==> config.mk <==
export PLATFORM = sky130hd
export DESIGN_NAME = sm3_pad_gen
export DESIGN_NICKNAME = d
export VERILOG_FILES = /design/src/rtl/sm3_pad_pkg.sv /design/src/rtl/sm3_pad_gbox.sv /design/src/rtl/sm3_pad_gen.sv
export SDC_FILE = /design/constraint.sdc
export NUM_CORES = 1
export LEC_CHECK = 0
export ABC_AREA = 0
export CAP_MARGIN = 0
export CELL_PAD_IN_SITES_DETAIL_PLACEMENT = 1
export CELL_PAD_IN_SITES_GLOBAL_PLACEMENT = 2
export CORE_MARGIN = 4
export CORE_UTILIZATION = 33
export CTS_CLUSTER_DIAMETER = 200
export DETAILED_ROUTE_END_ITERATION = 12
export GPL_TIMING_DRIVEN = 0
export HOLD_SLACK_MARGIN = 0.1
export PLACE_DENSITY = 0.84
export SLEW_MARGIN = 30
export SYNTH_ARGS = -nofsm -noshare
export SYNTH_HDL_FRONTEND = slang
export SYNTH_SLANG_ARGS = --single-unit
==> constraint.sdc <==
create_clock -name clk -period 4.1 [get_ports clk]
set_input_delay 0.615 -clock clk [delete_from_list [all_inputs] [get_ports clk]]
set_output_delay 0.615 -clock clk [all_outputs]
set_load 0.005 [all_outputs]
==> src/rtl/sm3_pad_pkg.sv <==
// sm3_pad_pkg: shared state encoding, block constants and byte-count helpers for the SM3 padder
package sm3_pad_pkg;

  typedef enum logic [2:0] {
    ST_IDLE,
    ST_DATA,
    ST_PAD10,
    ST_PAD00,
    ST_LENHI,
    ST_LENLO,
    ST_DONE
  } pad_state_e;

  localparam int          SM3_BLK_WORDS   = 16;
  localparam int          SM3_LEN_WORD_HI = 14;
  localparam logic [31:0] SM3_PAD10_WORD  = 32'h8000_0000;

  function automatic logic [2:0] nib_cnt(input logic [3:0] v);
    nib_cnt = 3'(v[0]) + 3'(v[1]) + 3'(v[2]) + 3'(v[3]);
  endfunction

  function automatic logic [3:0] byte_cnt(input logic [7:0] vb);
    byte_cnt = {1'b0, nib_cnt(vb[7:4])} + {1'b0, nib_cnt(vb[3:0])};
  endfunction

endpackage

==> src/rtl/sm3_pad_gbox.sv <==
// sm3_pad_gbox: 64-to-32 gearbox; passes the high half through and holds the low half for the next transfer
// Ports: d_i/vb_i/lst_i masked beat and flags; acc_i beat accepted; take_i held half consumed;
//        w_o/nb_o/wl_o current source word, its valid byte count and message-last flag; pend_o low half held.
module sm3_pad_gbox
  import sm3_pad_pkg::*;
(
  input  logic        clk,
  input  logic        rst,
  input  logic [63:0] d_i,
  input  logic [7:0]  vb_i,
  input  logic        lst_i,
  input  logic        acc_i,
  input  logic        take_i,
  output logic [31:0] w_o,
  output logic [2:0]  nb_o,
  output logic        wl_o,
  output logic        pend_o
);

  logic [31:0] lo_w_q;
  logic [2:0]  lo_nb_q;
  logic        lo_lst_q, pend_q;

  // An empty low half on the final beat is dropped; the high half then closes the message.
  always_ff @(posedge clk) begin
    if (rst) begin
      pend_q   <= 1'b0;
      lo_w_q   <= '0;
      lo_nb_q  <= '0;
      lo_lst_q <= 1'b0;
    end else if (acc_i && vb_i[3:0] != 4'd0) begin
      pend_q   <= 1'b1;
      lo_w_q   <= d_i[31:0];
      lo_nb_q  <= nib_cnt(vb_i[3:0]);
      lo_lst_q <= lst_i;
    end else if (take_i) begin
      pend_q <= 1'b0;
    end
  end

  always_comb begin
    pend_o = pend_q;
    w_o    = pend_q ? lo_w_q : d_i[63:32];
    nb_o   = pend_q ? lo_nb_q : nib_cnt(vb_i[7:4]);
    wl_o   = pend_q ? lo_lst_q : lst_i && vb_i[3:0] == 4'd0;
  end

endmodule

==> src/rtl/sm3_pad_gen.sv <==
// sm3_pad_gen: SM3 message padder, 32/64-bit byte-masked beats in, 16 padded 32-bit words per block out
// Ports: clk, rst (sync, active-high); msg_inpt_* beat, byte-valid mask, vld/lst and rdy handshake;
//        pad_otpt_* registered word, vld, ena backpressure, block-last and message-last flags;
//        pad_err sticky framing error, present only when SM3_PAD_ERR_CHK_EN is defined.
module sm3_pad_gen
  import sm3_pad_pkg::*;
#(
  parameter int INPT_DW     = 32,
  parameter int INPT_BYTE_W = INPT_DW / 8
) (
  input  logic                   clk,
  input  logic                   rst,
  input  logic [INPT_DW-1:0]     msg_inpt_d,
  input  logic [INPT_BYTE_W-1:0] msg_inpt_vld_byte,
  input  logic                   msg_inpt_vld,
  input  logic                   msg_inpt_lst,
  output logic                   msg_inpt_rdy,
  output logic [31:0]            pad_otpt_d,
  output logic                   pad_otpt_vld,
  input  logic                   pad_otpt_ena,
  output logic                   pad_otpt_blk_lst,
`ifdef SM3_PAD_ERR_CHK_EN
  output logic                   pad_otpt_msg_lst,
  output logic                   pad_err
`else
  output logic                   pad_otpt_msg_lst
`endif
);

  pad_state_e       state_q;
  logic [3:0]       wcnt_q;
  logic [63:0]      bitcnt_q;
  logic [31:0]      word_q, word_d, src_w;
  logic [2:0]       src_nb;
  logic             vld_q, blk_q, msg_q, gen_d;
  logic             free, in_data, pend, acc, take, src_v, src_wl, at13;
  logic [INPT_DW-1:0] dm;

  for (genvar b = 0; b < INPT_BYTE_W; b++) begin : g_mask
    assign dm[8*b+:8] = msg_inpt_d[8*b+:8] & {8{msg_inpt_vld_byte[b]}};
  end

  if (INPT_DW == 64) begin : g_gbox
    sm3_pad_gbox u_gbox (
      .clk    (clk),
      .rst    (rst),
      .d_i    (dm),
      .vb_i   (msg_inpt_vld_byte),
      .lst_i  (msg_inpt_lst),
      .acc_i  (acc),
      .take_i (take),
      .w_o    (src_w),
      .nb_o   (src_nb),
      .wl_o   (src_wl),
      .pend_o (pend)
    );
  end else begin : g_byp
    assign src_w  = dm;
    assign src_nb = nib_cnt(msg_inpt_vld_byte);
    assign src_wl = msg_inpt_lst;
    assign pend   = 1'b0;
  end

  // wcnt_q is the block index of the next word loaded into the output register.
  // A final source word always gets the 0x80 marker after its valid bytes; a full word shifts it out.
  always_comb begin
    free         = !vld_q || pad_otpt_ena;
    in_data      = state_q == ST_IDLE || state_q == ST_DATA;
    msg_inpt_rdy = !rst && in_data && !pend && free;
    acc          = msg_inpt_vld && msg_inpt_rdy;
    take         = pend && free;
    src_v        = acc || take;
    at13         = wcnt_q == 4'(SM3_LEN_WORD_HI - 1);
    gen_d        = in_data ? src_v : state_q != ST_DONE;
    word_d       = in_data ? (src_wl ? src_w | (SM3_PAD10_WORD >> {src_nb, 3'b000}) : src_w) :
                   state_q == ST_PAD10 ? SM3_PAD10_WORD :
                   state_q == ST_LENHI ? bitcnt_q[63:32] :
                   state_q == ST_LENLO ? bitcnt_q[31:0] : 32'd0;
  end

  always_ff @(posedge clk) begin
    if (rst) begin
      state_q  <= ST_IDLE;
      wcnt_q   <= '0;
      bitcnt_q <= '0;
      word_q   <= '0;
      vld_q    <= 1'b0;
      blk_q    <= 1'b0;
      msg_q    <= 1'b0;
    end else begin
      if (acc) bitcnt_q <= bitcnt_q + {57'd0, byte_cnt(8'(msg_inpt_vld_byte)), 3'b000};
      if (free) begin
        vld_q  <= gen_d;
        word_q <= gen_d ? word_d : 32'd0;
        blk_q  <= gen_d && wcnt_q == 4'(SM3_BLK_WORDS - 1);
        msg_q  <= gen_d && state_q == ST_LENLO;
        if (gen_d) wcnt_q <= wcnt_q + 4'd1;
        case (state_q)
          ST_IDLE, ST_DATA: if (src_v) state_q <= !src_wl ? ST_DATA :
                                                  src_nb == 3'd4 ? ST_PAD10 :
                                                  at13 ? ST_LENHI : ST_PAD00;
          ST_PAD10, ST_PAD00: state_q <= at13 ? ST_LENHI : ST_PAD00;
          ST_LENHI: state_q <= ST_LENLO;
          ST_LENLO: state_q <= ST_DONE;
          default: begin
            state_q  <= ST_IDLE;
            bitcnt_q <= '0;
          end
        endcase
      end
    end
  end

  assign pad_otpt_d       = word_q;
  assign pad_otpt_vld     = vld_q;
  assign pad_otpt_blk_lst = blk_q;
  assign pad_otpt_msg_lst = msg_q;

`ifdef SM3_PAD_ERR_CHK_EN
  // A contiguous MSB-first mask inverts to 0..01..1, so inverse & (inverse + 1) must be zero.
  logic [INPT_BYTE_W-1:0] inv_vb, inv_inc;
  logic                   err_q;
  assign inv_vb  = ~msg_inpt_vld_byte;
  assign inv_inc = inv_vb + INPT_BYTE_W'(1);
  always_ff @(posedge clk) begin
    if (rst) err_q <= 1'b0;
    else if (acc && ((inv_vb & inv_inc) != '0 || (!msg_inpt_lst && inv_vb != '0))) err_q <= 1'b1;
  end
  assign pad_err = err_q;
`endif

endmodule

==> out/results.ini, run 1 <==
[outcome]
status=finished clean

[global_routing]
antenna_found_initial=0
globalRouteTotalUtil_pct=23.13
first_global_vias=5891
grt_pass1_wl_um=33190
grt_overflow=0
grt_max_degree=18

[route]
drtAntennaViolNets=0
post-route-drc-count=0
via_per_inst=5.761
drt-initial-drc-count=360
wl_per_cell_um=21.92
drt_first_pass_iters=4
finalWirelength_um=21720
via_count=5709

[cts]
htreeDepth=3
clockBufferDepth=2
cts_tree=built
cts_buffers=9
clock_latency_ns=0.37
cts.sinks=103
clk_pin_slew_ns=0.08
cts-root-buf=clkbuf_16

[setup_path]
cp_max_fo=10
cp.required_ns=4.40
critPathKind=input pin to register
crit_arrival_ns=4.25
critPathLaunchType=input pin
cp-end-kind=register

[sta]
hold_violations=0
setup_viol=0
clock.fmax_mhz=253.0
fin_crit_ns=3.953
min_period_over_period_pct=96.42
skew_ns=0.01251
grt_setup_unrepaired=no
slew_viol_final=0
fin_tns_setup_ns=0
whs_ns=0.4589
worst_pin_slew_ns=0.8338
maxSlewHeadroom_pct=44.16

[place]
hpwl_um=16610
io_buffers=76
dp.cells=974
place_area_um2=6590
gp_congestion=0.8676

[die]
coreArea_um2=16520
num_io_pins=77
die_area_um2=18970
die_w_um=137.7
fp-row-count=47
start_util_pct=33.61
die_h_um=137.7

[yosys]
ys_seq_elements=103
syn_nets=728
synth_edf_count=0
synth-main-ff-cell=dfxtp_1
ys_types=63
syn_area_um2=5554
avgSynthCellArea_um2=8.192
yosysSeqAreaShare_pct=37.13
ys_warn_count=0
synthArstFlopShare_pct=0
syn_inst=678

[power_and_ir_drop]
finalPower_mw=2.232
peakVddDrop_v=0.0001902
p_leak_nw=2.197
powerDensity_nw_per_um2=322.7

[finish]
nNetsFinal=816
layout-drive-gt1-share_pct=8.171
antenna_cells=0
nFillCells=1966
areaGrowthSynthToFinish_pct=24.53
finish.instance_area_um2=6917
instances_no_fill=991

[min_path]
holdCritPathClass=register to register

[flow_run]
drv_cap=0

[power by group]
part	internal (mW)	leakage, nW	switching [mW]
Combinational	0.116	1.22	0.156
Sequential	1.02	0.832	0.0151
Clock	0.498	0.148	0.430
[cells in the mapped netlist, drive strengths merged (2+ instances only)]
| cell | number | area (µm²) |
|---|---|---|
| dfxtp | 103 | 2062 |
| a21oi | 101 | 505.5 |
| nand2 | 70 | 265.3 |
| nor2 | 69 | 276.5 |
| nand4 | 34 | 285.3 |
| clkbuf | 33 | 128.9 |
| a32oi | 31 | 271.5 |
| nand3 | 25 | 135.1 |
| or4 | 24 | 180.2 |
| o21ai | 21 | 116.4 |
| o31ai | 20 | 150.1 |
| buf | 16 | 120.1 |
| or3 | 16 | 100.1 |
| xor2 | 16 | 140.1 |
| xnor2 | 9 | 78.83 |
| and3 | 8 | 51.30 |
| inv | 8 | 30.03 |
| and2 | 7 | 43.79 |
| and4 | 7 | 67.56 |
| ha | 7 | 87.58 |
| nor4 | 7 | 86.33 |
| nor3 | 6 | 30.03 |
| o211ai | 6 | 45.04 |
| a211oi | 3 | 22.52 |
| nor3b | 3 | 22.52 |
| or2 | 3 | 18.77 |
| a21o | 2 | 16.27 |
| a31o | 2 | 17.52 |
| and3b | 2 | 17.52 |
| fa | 2 | 40.04 |
| nand3b | 2 | 15.01 |
| nor2b | 2 | 12.51 |
[state kept, by name (all words and copies together), names as in the netlist]
signal,count
pad_otpt_d,32
bitcnt_q,61
pad_otpt_vld,1
wcnt_q,4
pad_otpt_blk_lst,1
state_q,3
pad_otpt_msg_lst,1
[worst paths after layout]
| kind | cells past startpoint | end | slack, ns | start |
|---|---|---|---|---|
| min | 2 | pad_otpt_d[23] | 0.46 | pad_otpt_d[23] |
| max | 12 | bitcnt_q[47] | 0.15 | msg_inpt_vld_byte[1] |
| max reg2reg | 9 | bitcnt_q[47] | 1.60 | bitcnt_q[3] |
| min reg2reg | 2 | pad_otpt_d[23] | 0.46 | pad_otpt_d[23] |
[metal layers]
| layer | GRT usage, % | vias to the layer above | wire length, µm |
|---|---|---|---|
| met3 | 3.397 | 32 | 1001 |
| met1 | 30.99 | 2826 | 9903 |
| met4 | 7.190 | 0 | 443 |
| li1 | - | 2696 | - |
| met2 | 38.39 | 155 | 10370 |
| met5 | 0 | - | 0 |
[worst max-delay path, stage by stage]
cell	delay [ns]
clkdlybuf4s50_1	0.54
fa_1	0.48
ha_1	0.21
ha_2	0.41
inv_1	0.11
fa_2	0.41
o2bb2ai_1	0.21
a21o_2	0.26
nand4_4	0.17
buf_6	0.18
or4_1	0.51
a21oi_1	0.14
[timing repair]
action	in CTS	in global routing
endpoints found under the setup margin	3	11
setup buffers	1	0
pin swaps	0	1
hold buffers	0	0
endpoints found under the hold margin	0	0
gates resized for setup	0	3
gates cloned	0	0
[placed cells by master, fill, tap and decap left out, drive strengths merged, types with 3 or more instances in the layout]
master,instances
clkbuf,44
nand2,70
o31ai,20
a21oi,101
inv,9
and3,8
o21ai,21
dfxtp,103
nor4,7
a32oi,31
or2,3
ha,7
xor2,16
nor3,6
and2,7
xnor2,9
buf,17
and4,7
nand3,25
or3,16
or4,24
nand4,34
o211ai,6
nor3b,3
nor2,69
a211oi,3
clkdlybuf4s50,76
[cell families after synthesis]
group / share of synthesized area (%)
mux: 0.3830
simple gates: 29.38
fa+ha+maj: 2.298
flops: 37.13
xor+xnor: 3.942
compound gates: 21.85
buf+inv: 5.023
[metrics by stage]
| step | util (%) | worst slack [ns] |
|---|---|---|
| after global routing | 41.86 | 0.01672 |
| after CTS | 41.80 | 0.03837 |
| after detailed placement | 39.88 | -0.3747 |
| after floorplan | - | 0.5089 |
| after global placement | 39.88 | -0.3622 |
| final | 41.86 | 0.1467 |
[area by class of cell]
type / instances / area (µm²) / area share (%)
plain buffers: 49 / 249.0 / 3.600
clock buffers: 11 / 242.7 / 3.509
clock inverters: 5 / 66.31 / 0.9588
inverters: 8 / 30.03 / 0.4342
multi-input cells: 518 / 3223 / 46.60
flip-flops and latches: 103 / 2062 / 29.81
well taps: 220 / 275.3 / 3.980
repair buffers: 77 / 768.2 / 11.11
No activity file was read; power rests on OpenSTA's default activity.
==> inputs of run 2 (changes only) <==
--- a/config.mk
+++ b/config.mk
@@ -10,12 +10,12 @@
 export CELL_PAD_IN_SITES_DETAIL_PLACEMENT = 1
 export CELL_PAD_IN_SITES_GLOBAL_PLACEMENT = 2
 export CORE_MARGIN = 4
-export CORE_UTILIZATION = 33
+export CORE_UTILIZATION = 30
 export CTS_CLUSTER_DIAMETER = 200
 export DETAILED_ROUTE_END_ITERATION = 12
 export GPL_TIMING_DRIVEN = 0
 export HOLD_SLACK_MARGIN = 0.1
-export PLACE_DENSITY = 0.84
+export PLACE_DENSITY = 0.83
 export SLEW_MARGIN = 30
 export SYNTH_ARGS = -nofsm -noshare
 export SYNTH_HDL_FRONTEND = slang
==> run 2 against run 1 <==
Effect of this change:
- design area up 0.42%
- clock-buffer cell count down 2
- sequential share of layout area down 0.12 points
- core utilization fell by 3.5 points
- sequential power is essentially flat
- register-to-register slack worse by 0.08 ns
- combinational power about the same
- clock skew is 0.0046 ns lower
- hold slack gained 0.0068 ns
- total power decreased by 0.30%
==> out/results.ini, run 2 (synthesis results as in run 1) <==
[setup_path]
critPathKind=input pin to register
cp.depth=12  ; unchanged
cp_num_buf_inv=3  ; unchanged
crit_arrival_ns=4.29  ; +0.04 ns
critical-path-slowest-cell=clkdlybuf4s50_1
crit_chain=clkdlybuf4s50_1 -> fa_1 -> ha_1 -> ha_2 -> inv_1 -> fa_2 -> nor3b_2 -> a21o_4 -> nand4_4 -> buf_6 -> or4_1 -> a21oi_1
critPathLaunchType=input pin
cp-end-kind=register
rr_worst_depth=9  ; unchanged
cp.required_ns=4.39  ; about the same
critPathMaxStageDelay_ns=0.57  ; +0.03 ns
crit_family=adder cells
cp_max_fo=10  ; unchanged

[min_path]
hold_depth=2  ; unchanged
holdCritPathClass=register to register

[sta]
worst_pin_slew_ns=0.7873  ; -0.04648 ns
fin_crit_ns=4.006  ; +0.05245 ns
hold_violations=0  ; unchanged
slew_viol_final=0  ; unchanged
setup_viol=0  ; unchanged
clock.fmax_mhz=249.6  ; -1.3%
min_period_over_period_pct=97.70  ; +1.3 points
maxSlewHeadroom_pct=47.27  ; +3.1 points
fin_tns_setup_ns=0  ; unchanged
skew_ns=0.007934  ; -0.004575 ns

[global_routing]
globalRouteTotalUtil_pct=21.23  ; -1.9 points
grt_pass1_wl_um=34230  ; +3.1%
antenna_found_initial=0  ; unchanged
grt_overflow=0  ; unchanged
grt_max_degree=19  ; +1
first_global_vias=6067  ; +3.0%

[die]
die_w_um=144.1  ; +4.6%
num_io_pins=77  ; unchanged
die_area_um2=20750  ; +9.4%
die_h_um=144.1  ; +4.6%
fp-row-count=49  ; +4.3%
start_util_pct=30.71  ; -2.9 points
coreArea_um2=18090  ; +9.4%

[route]
via_per_inst=5.781  ; +0.35%
finalWirelength_um=21660  ; -0.27%
drt-initial-drc-count=370  ; +2.8%
wl_per_cell_um=21.64  ; -1.3%
post-route-drc-count=0  ; unchanged
drt_first_pass_iters=4  ; unchanged
via_count=5787  ; +1.4%
drtAntennaViolNets=0  ; unchanged

[cts]
clk_pin_slew_ns=0.08  ; about the same
htreeDepth=3  ; unchanged
cts_tree=built
clock_latency_ns=0.37  ; about the same
clockBufferDepth=2  ; unchanged
cts_buffers=9  ; unchanged
cts.sinks=103  ; unchanged
holdBufCountCts=0  ; unchanged
cts-root-buf=clkbuf_16

[finish]
top_register=bitcnt_q
largest_reg_flops=61  ; unchanged
layout-drive-gt1-share_pct=8.679  ; +0.51 points
final_common_cell=dfxtp_1
antenna_cells=0  ; unchanged
areaGrowthSynthToFinish_pct=25.05
nNetsFinal=817  ; +0.12%
final_cell_mix=103 x dfxtp_1, 101 x a21oi_1, 76 x clkdlybuf4s50_1, 69 x nand2_1, 66 x nor2_1

[place]
gp_congestion=0.8994  ; +3.7%
io_buffers=76  ; unchanged
hpwl_um=16780  ; +1.0%

[power_and_ir_drop]
p_leak_nw=2.201  ; +0.20%
powerDensity_nw_per_um2=320.4  ; -0.71%
finalPower_mw=2.226  ; -0.30%
peakVddDrop_v=0.0001894  ; -0.42%

[outcome]
status=finished clean

[flow_run]
drv_cap=0  ; unchanged

-- run 2: worst register-to-register path: stages (launching register included) --
cell and delay [ns]:
dfxtp_1 0.40, ha_1 0.20, inv_1 0.06, fa_2 0.38, nor3b_2 0.29, a21o_4 0.19
nand4_4 0.17, buf_6 0.18, or4_1 0.49, a21oi_1 0.16
-- run 2: per-layer routing --
layer  GRT usage [%]  routed length [µm]
met4           5.649                 388
met3           3.241                 939
met1           28.02                9761
met5               0                   0
met2           36.23               10570
-- run 2: final timing paths --
| check | start | end | slack (ns) |
|---|---|---|---|
| max | msg_inpt_vld_byte[1] | bitcnt_q[47] | 0.09 |
| min | pad_otpt_msg_lst | pad_otpt_msg_lst | 0.47 |
| max reg2reg | bitcnt_q[3] | bitcnt_q[47] | 1.52 |
| min reg2reg | pad_otpt_msg_lst | pad_otpt_msg_lst | 0.47 |
-- run 2: power by group --
part	leakage (nW)	switching (mW)	internal [mW]
Clock	0.143	0.439	0.481
Sequential	0.832	0.0159	1.02
Combinational	1.23	0.155	0.117
-- run 2: timing repair --
item	in CTS	in global routing
setup endpoints to repair	7	9
setup buffers	1	1
pin swaps	1	2
gates resized for setup	2	5
cloned	0	0
-- run 2: cell type report --
type / count / area (µm²)
timing repair buffer: 78 / 775.7
clock buffer: 9 / 225.2
clock inverter: 7 / 80.08
tap: 229 / 286.5
sequential: 103 / 2062
inverter: 8 / 30.03
buffer: 49 / 250.2
multi-input combinational: 518 / 3236
fill: 2132 / 11140
-- run 2: stage by stage --
step	hold slack, ns	util [%]	setup slack [ns]	instances	instance area [µm²]
2_1_floorplan	0.4482	-	0.5089	678	5554
3_3_place_gp	0.4450	36.50	-0.3125	983	6601
3_5_place_dp	0.4565	36.50	-0.4546	983	6601
4_1_cts	0.4675	38.27	0.003692	1000	6922
5_1_grt	0.4832	38.40	-0.004126	1001	6945
6_report	0.4657	38.40	0.09420	1001	6945
==> inputs of run 3 (changes only) <==
--- a/config.mk
+++ b/config.mk
@@ -16,7 +16,7 @@
 export GPL_TIMING_DRIVEN = 0
 export HOLD_SLACK_MARGIN = 0.1
 export PLACE_DENSITY = 0.83
-export SLEW_MARGIN = 30
+export SLEW_MARGIN = 20
 export SYNTH_ARGS = -nofsm -noshare
 export SYNTH_HDL_FRONTEND = slang
 export SYNTH_SLANG_ARGS = --single-unit
==> results of run 3 <==
Final layout, timing and power as in run 2 (identical DEF).
